--- src/rtl/ama_riscv_mem_arbiter.sv ---
// Shares one backing memory port between the fetch (imem) and load/store (dmem) requesters.
// dmem has priority, bounded by an imem starvation limit; one transaction in flight at a time.
//
// state    | meaning
// IDLE     | arbitrate between imem and dmem, accept one request
// REQ      | present the latched request to memory until accepted
// WAIT_RSP | wait for the memory response, route it to the owner
module ama_riscv_mem_arbiter #(
  parameter int AW       = 32,
  parameter int DW       = 32,
  parameter int MAX_WAIT = 4
) (
  input  logic          clk,
  input  logic          rst,
  input  logic          i_imem_req_valid,
  output logic          o_imem_req_ready,
  input  logic [AW-1:0] i_imem_req_addr,
  output logic          o_imem_rsp_valid,
  output logic [DW-1:0] o_imem_rsp_data,
  input  logic          i_dmem_req_valid,
  output logic          o_dmem_req_ready,
  input  logic [AW-1:0] i_dmem_req_addr,
  input  logic [DW-1:0] i_dmem_req_wdata,
  input  logic [3:0]    i_dmem_req_wstrb,
  output logic          o_dmem_rsp_valid,
  output logic [DW-1:0] o_dmem_rsp_data,
  output logic          o_mem_req_valid,
  input  logic          i_mem_req_ready,
  output logic [AW-1:0] o_mem_req_addr,
  output logic [DW-1:0] o_mem_req_wdata,
  output logic [3:0]    o_mem_req_wstrb,
  input  logic          i_mem_rsp_valid,
  input  logic [DW-1:0] i_mem_rsp_data,
  output logic          o_busy
);

  typedef enum logic [1:0] {
    IDLE     = 2'd0,
    REQ      = 2'd1,
    WAIT_RSP = 2'd2
  } state_t;

  typedef enum logic {
    OWNER_IMEM = 1'b0,
    OWNER_DMEM = 1'b1
  } owner_t;

  localparam logic [3:0] MAX_WAIT_C = 4'(MAX_WAIT);

  state_t        r_state;
  state_t        w_state_nxt;
  owner_t        r_owner;
  logic [3:0]    r_starve_cnt;
  logic [AW-1:0] r_addr;
  logic [DW-1:0] r_wdata;
  logic [3:0]    r_wstrb;
  logic          r_imem_rsp_valid;
  logic          r_dmem_rsp_valid;
  logic [DW-1:0] r_imem_rsp_data;
  logic [DW-1:0] r_dmem_rsp_data;

  logic w_grant_dmem;
  logic w_grant_imem;
  logic w_hs_imem;
  logic w_hs_dmem;
  logic w_rsp_imem;
  logic w_rsp_dmem;

  // dmem wins unless imem has already lost MAX_WAIT times in a row
  assign w_grant_dmem = i_dmem_req_valid &&
                        ((r_starve_cnt < MAX_WAIT_C) || !i_imem_req_valid);
  assign w_grant_imem = i_imem_req_valid && !w_grant_dmem;

  always_comb begin
    w_state_nxt      = r_state;
    o_imem_req_ready = 1'b0;
    o_dmem_req_ready = 1'b0;
    o_mem_req_valid  = 1'b0;
    w_rsp_imem       = 1'b0;
    w_rsp_dmem       = 1'b0;
    unique case (r_state)
      IDLE: begin
        if (!rst) begin
          o_imem_req_ready = w_grant_imem;
          o_dmem_req_ready = w_grant_dmem;
          if (w_grant_imem || w_grant_dmem) begin
            w_state_nxt = REQ;
          end
        end
      end
      REQ: begin
        o_mem_req_valid = 1'b1;
        if (i_mem_req_ready) begin
          w_state_nxt = WAIT_RSP;
        end
      end
      WAIT_RSP: begin
        if (i_mem_rsp_valid) begin
          w_rsp_imem  = (r_owner == OWNER_IMEM);
          w_rsp_dmem  = (r_owner == OWNER_DMEM);
          w_state_nxt = IDLE;
        end
      end
      default: w_state_nxt = IDLE;
    endcase
  end

  assign w_hs_imem = i_imem_req_valid && o_imem_req_ready;
  assign w_hs_dmem = i_dmem_req_valid && o_dmem_req_ready;

  always_ff @(posedge clk) begin
    if (rst) begin
      r_state          <= IDLE;
      r_owner          <= OWNER_IMEM;
      r_starve_cnt     <= 4'd0;
      r_imem_rsp_valid <= 1'b0;
      r_dmem_rsp_valid <= 1'b0;
    end else begin
      r_state          <= w_state_nxt;
      r_imem_rsp_valid <= w_rsp_imem;
      r_dmem_rsp_valid <= w_rsp_dmem;
      if (w_hs_imem) begin
        r_owner      <= OWNER_IMEM;
        r_starve_cnt <= 4'd0;
      end else if (w_hs_dmem) begin
        r_owner <= OWNER_DMEM;
        if (i_imem_req_valid && (r_starve_cnt != MAX_WAIT_C)) begin
          r_starve_cnt <= r_starve_cnt + 4'd1;
        end
      end
    end
  end

  // Request fields and response data need no reset: qualified by state / rsp_valid
  always_ff @(posedge clk) begin
    if (w_hs_imem) begin
      r_addr  <= i_imem_req_addr;
      r_wdata <= '0;
      r_wstrb <= 4'd0;
    end else if (w_hs_dmem) begin
      r_addr  <= i_dmem_req_addr;
      r_wdata <= i_dmem_req_wdata;
      r_wstrb <= i_dmem_req_wstrb;
    end
    if (w_rsp_imem) begin
      r_imem_rsp_data <= i_mem_rsp_data;
    end
    if (w_rsp_dmem) begin
      r_dmem_rsp_data <= i_mem_rsp_data;
    end
  end

  assign o_mem_req_addr   = r_addr;
  assign o_mem_req_wdata  = r_wdata;
  assign o_mem_req_wstrb  = r_wstrb;
  assign o_imem_rsp_valid = r_imem_rsp_valid;
  assign o_imem_rsp_data  = r_imem_rsp_data;
  assign o_dmem_rsp_valid = r_dmem_rsp_valid;
  assign o_dmem_rsp_data  = r_dmem_rsp_data;
  assign o_busy           = (r_state != IDLE);

endmodule

--- config.mk ---
export PLATFORM = sky130hd
export DESIGN_NAME = ama_riscv_mem_arbiter
export DESIGN_NICKNAME = d
export VERILOG_FILES = /design/src/rtl/ama_riscv_mem_arbiter.sv
export SDC_FILE = /design/constraint.sdc
export NUM_CORES = 1
export LEC_CHECK = 0
export ABC_AREA = 0
export BUFFER_PORTS_ARGS = -buffer_cell sky130_fd_sc_hd__buf_4
export CORE_MARGIN = 5
export CORE_UTILIZATION = 47
export DETAILED_ROUTE_END_ITERATION = 8
export HOLD_SLACK_MARGIN = 0.12
export PLACE_DENSITY = 0.94
export SLEW_MARGIN = 20
export SYNTH_ARGS = -nofsm -noshare
export SYNTH_HDL_FRONTEND = slang
export SYNTH_SLANG_ARGS = --single-unit
--- constraint.sdc ---
create_clock -name clk -period 3.9 [get_ports clk]
set_input_delay 0 -clock clk [delete_from_list [all_inputs] [get_ports clk]]
set_output_delay 0 -clock clk [all_outputs]
set_load 0.01 [all_outputs]
==> results of run 1 <==
## cells in the mapped netlist
master,count,area share (%)
sky130_fd_sc_hd__nor3b_1,1,0.16
sky130_fd_sc_hd__nor3_1,5,0.52
sky130_fd_sc_hd__o21ai_0,1,0.10
sky130_fd_sc_hd__nor4b_1,1,0.18
sky130_fd_sc_hd__buf_6,4,0.94
sky130_fd_sc_hd__a21oi_4,1,0.34
sky130_fd_sc_hd__o21ai_1,1,0.10
sky130_fd_sc_hd__clkbuf_1,5,0.39
sky130_fd_sc_hd__or4b_4,1,0.29
sky130_fd_sc_hd__buf_1,3,0.24
sky130_fd_sc_hd__ha_1,2,0.52
sky130_fd_sc_hd__or2_2,1,0.13
sky130_fd_sc_hd__edfxtp_1,96,60
sky130_fd_sc_hd__a2111oi_0,1,0.18
sky130_fd_sc_hd__inv_2,1,0.079
sky130_fd_sc_hd__and3b_1,1,0.18
sky130_fd_sc_hd__a22o_1,36,6.6
sky130_fd_sc_hd__nor2b_1,1,0.13
sky130_fd_sc_hd__dfxtp_1,45,19
sky130_fd_sc_hd__inv_1,4,0.31
sky130_fd_sc_hd__mux2_2,32,7.6
sky130_fd_sc_hd__nor2_1,5,0.39
sky130_fd_sc_hd__nand4_1,2,0.26
sky130_fd_sc_hd__nand3_1,1,0.10
sky130_fd_sc_hd__nand2_1,3,0.24
sky130_fd_sc_hd__nand3b_1,1,0.16
sky130_fd_sc_hd__a21oi_1,5,0.52
## cell families after synthesis
| kind of cell | synth area share (%) |
|---|---|
| adders and majority gates | 0.5246 |
| buffers and inverters | 1.967 |
| muxes | 7.555 |
| AOI/OAI and AO/OA | 7.870 |
| and+or+nand+nor | 2.755 |
| DFF | 79.33 |
## stage by stage
step / utilization (%) / hold WS (ns) / instances / setup slack, ns
after floorplan: - / 0.09887 / 260 / 1.491
after global placement: 70.85 / 0.1867 / 659 / 1.490
after detailed placement: 70.85 / 0.1880 / 659 / 1.386
==> results.rst, run 1 <==
.. list-table::
   :header-rows: 1

   * - Metric
     - Value
   * - Total clock buffers created by CTS
     - 17
   * - Routability congestion estimate
     - 0.7977
   * - Count of clock tree sinks
     - 141
   * - Stage at which the run stopped
     - clock tree synthesis (4_1_cts)
   * - Site row count
     - 36
   * - Max Root-Sink Buffers
     - 2
   * - Average footprint of a synthesized cell
     - 18.34 um2
   * - Chip height
     - 110.7 um
   * - Warnings from Yosys
     - 0
   * - CTS H-tree lvls
     - 4
   * - Total nets after synthesis
     - 400
   * - Seq cells post-synth
     - 141
   * - Status
     - did not finish
   * - Stop Error
     - [ERROR RSZ-0060] Max buffer count reached.
   * - Placed Instance Area
     - 6957 um2
   * - Count of cell types in the netlist
     - 27
   * - Die extent in x
     - 110.7 um
   * - Total of cells resized after clock tree synthesis
     - 0
   * - Post-CTS setup-driven buffer insertion count
     - 0
   * - Synthesized area
     - 4770 um2
   * - Initial Util
     - 48.57%
   * - Root buffer selected by CTS
     - sky130_fd_sc_hd__clkbuf_8
   * - # hold bufs at CTS
     - 140
   * - Sequential share of the synthesized area
     - 79.33%
   * - Instance count of the mapped netlist
     - 260
   * - Sum of net half-perimeters after detailed placement
     - 9829 um
   * - Count of input and output buffers
     - 275
   * - Boundary pin count
     - 276
==> run 2, diff against run 1 <==
--- a/config.mk
+++ b/config.mk
@@ -8,10 +8,9 @@
 export ABC_AREA = 0
 export BUFFER_PORTS_ARGS = -buffer_cell sky130_fd_sc_hd__buf_4
 export CORE_MARGIN = 5
-export CORE_UTILIZATION = 47
+export CORE_UTILIZATION = 40
 export DETAILED_ROUTE_END_ITERATION = 8
-export HOLD_SLACK_MARGIN = 0.12
-export PLACE_DENSITY = 0.94
+export PLACE_DENSITY_LB_ADDON = 0.15
 export SLEW_MARGIN = 20
 export SYNTH_ARGS = -nofsm -noshare
 export SYNTH_HDL_FRONTEND = slang
==> results.rst, run 2 <==
.. list-table::
   :header-rows: 1

   * - Metric
     - Value
   * - Max cap viols
     - 0
   * - Fraction of post-synthesis cell area in the top cell type by area
     - 60.44%
   * - Largest cells by area after synthesis
     - sky130_fd_sc_hd__edfxtp_1, sky130_fd_sc_hd__dfxtp_1, sky130_fd_sc_hd__mux2_2
   * - Area Overhead vs Synth
     - 86.46%
   * - Setup TNS after final layout
     - 0 ns
   * - Die extent in x
     - 119.2 um
   * - Seq cells post-synth
     - 141
   * - Number of inserted diodes
     - 0
   * - Source-to-sink clock delay at the later pin of the worst-skew pair
     - 0.41 ns
   * - Number of flops mapped to enable cells by yosys
     - 96
   * - Mean number of vias per cell
     - 4.624
   * - Core region area
     - 11,560 um2
   * - Sequential share of the synthesized area
     - 79.33%
   * - Leftover overflow at the end of global routing
     - 0
   * - Number of global-route vias before repair
     - 4,333
   * - Post-CTS setup-driven buffer insertion count
     - 0
   * - Total setup violations reported at the end of the flow
     - 0
   * - Final worst hold slack
     - 0.1139 ns
   * - Final critical-path required period
     - 3.066 ns
   * - Boundary pin count
     - 276
   * - Most common library cells after synthesis
     - sky130_fd_sc_hd__edfxtp_1, sky130_fd_sc_hd__dfxtp_1, sky130_fd_sc_hd__a22o_1
   * - Instance count of the mapped netlist
     - 260
   * - Routability congestion estimate
     - 0.7532
   * - P_leak
     - 3.809 nW
   * - Actual slew at the worst max-slew pin
     - 1.066 ns
   * - Worst slew slack as a fraction of its limit
     - 28.79%
   * - Site row count
     - 39
   * - Total clock buffers created by CTS
     - 17
   * - Total of cells resized after clock tree synthesis
     - 0
   * - Ys async rst share
     - 0%
   * - WP data required
     - 4.05 ns
   * - Peak clock frequency supported by timing
     - 0.3261 GHz
   * - Total nets after synthesis
     - 400
   * - Post-layout worst setup margin
     - 0.8338 ns
   * - Largest driver fanout on the critical path
     - 34
   * - GRT Resource Usage Total
     - 20.72%
   * - Highest-count cells in the layout ignoring fill and taps
     - sky130_fd_sc_hd__buf_4, sky130_fd_sc_hd__dlygate4sd3_1, sky130_fd_sc_hd__edfxtp_1
   * - Root buffer selected by CTS
     - sky130_fd_sc_hd__clkbuf_16
   * - Average footprint of a synthesized cell
     - 18.34 um2
   * - IR drop worst, VDD
     - 0.0002942 V
   * - Warnings from Yosys
     - 0
   * - Starting DRT DRC Count
     - 270
   * - Ratio of cells with drive above 1 in the final layout
     - 49.64%
   * - # hold bufs at CTS
     - 138
   * - Data arrival, critical path
     - 3.22 ns
   * - Cell area power density
     - 426.9 nW/um2
   * - Max Root-Sink Buffers
     - 2
   * - Most used flip-flop cell after synthesis
     - sky130_fd_sc_hd__edfxtp_1
   * - Count of antenna-violating nets left after detailed routing
     - 0
   * - Count of input and output buffers
     - 275
   * - CTS H-tree lvls
     - 4
   * - Initial Util
     - 41.24%
   * - Floorplan die area
     - 14,210 um2
   * - Antenna violations before repair
     - 0
   * - Element type at the critical path end
     - flop
   * - Max-slew violation total from the final report
     - 0
   * - First-pass GRT wire length
     - 22,810 um
   * - Setup slack after placement
     - 1.385 ns
   * - Most frequently used cell type in the post-synthesis netlist
     - sky130_fd_sc_hd__edfxtp_1
   * - TritonCTS clock tree
     - built
   * - Number of nets in the finished design
     - 824
   * - Classification of the worst setup path
     - reg2reg
   * - Share of the clock period used by the worst path after layout
     - 78.62%
   * - Sum of net half-perimeters after detailed placement
     - 9362 um
   * - Count of cell types in the netlist
     - 27
   * - Total length of routed wires
     - 14,740 um
   * - Synthesized area
     - 4770 um2
   * - DRT Pass-1 Iters
     - 4
   * - Average wire per cell in the routed design
     - 17.54 um
   * - Status
     - complete, no violations
   * - Count of clock tree sinks
     - 141
   * - Chip height
     - 119.2 um
   * - Startpoint Class
     - flop
   * - Hold Violations, Final
     - 0
   * - Type of the worst min-delay path
     - in2reg
   * - DRC violations left
     - 0
   * - Clock transition at the register clock pins on the worst setup and hold paths after CTS
     - 0.06 ns
   * - Unrepaired setup endpoints after global routing
     - false
   * - Cell accounting for the most synthesized area
     - sky130_fd_sc_hd__edfxtp_1
   * - Worst Skew
     - 0.008363 ns
   * - Pin count of the biggest net entering global routing
     - 38
   * - Number of vias in the routed layout
     - 3,884
   * - Most common cell after layout, fill and taps aside
     - sky130_fd_sc_hd__buf_4
## run 2: worst paths after layout
kind                    start                 end  slack [ns]  depth (start not counted)
max                r_state[1]  o_mem_req_addr[15]        0.83                          4
min          i_imem_req_valid     r_starve_cnt[0]        0.11                          4
max reg2reg        r_state[1]  o_mem_req_addr[15]        0.83                          4
min reg2reg   r_starve_cnt[1]     r_starve_cnt[1]        0.48                          2
## run 2: logic make-up (layout without fill, tap and decap cells)
kind of cell | count (synthesis) | in the layout | synth area share, %
mux | 32 | 32 | 7.555
fa+ha+maj | 2 | 2 | 0.5246
simple gates | 23 | 23 | 2.755
compound gates | 45 | 45 | 7.870
buf+inv | 17 | 454 | 1.967
flops | 141 | 141 | 79.33
## run 2: final cells by class
class,count,area (um2)
fillers,651,2671
flip-flops and latches,141,3784
well taps,143,178.9
clock inverters,6,33.78
repair buffers,417,3476
clock buffers,26,501.7
inverters,5,18.77
multi-input cells,102,900.9
## run 2: stage by stage
step	total power [mW]	utilization, %	area [um2]	std cells
floorplan	1.951	-	4770	260
global placement	2.232	60.33	6977	670
detailed placement	2.241	60.33	6977	670
CTS	3.814	76.90	8894	840
global route	3.948	76.90	8894	840
finish	3.797	76.90	8894	840
## run 2: routing by layer
metal  vias to the layer above  GRT usage, %  part of all wire, %
li1                       1862             -                    -
met1                      1805         22.25                   35
met2                       184         36.63                   53
met3                        33         7.062                  9.0
met4                         0         9.703                  2.9
met5                         -             0                    0
## run 2: worst max-delay path, stage by stage, from the launching register on
cell and delay [ns]:
sky130_fd_sc_hd__dfxtp_1 0.37, sky130_fd_sc_hd__or4b_4 0.60, sky130_fd_sc_hd__a21oi_4 0.82, sky130_fd_sc_hd__mux2_2 0.43, sky130_fd_sc_hd__dlygate4sd3_1 0.57
## run 2: power by group
| group | total, mW | switching [mW] | internal, mW |
|---|---|---|---|
| Clock | 1.45 | 0.567 | 0.886 |
| Sequential | 1.76 | 0.0525 | 1.70 |
| Combinational | 0.587 | 0.216 | 0.372 |
| Total | 3.80 | 0.835 | 2.96 |
Power figures use the tool's default switching activity.
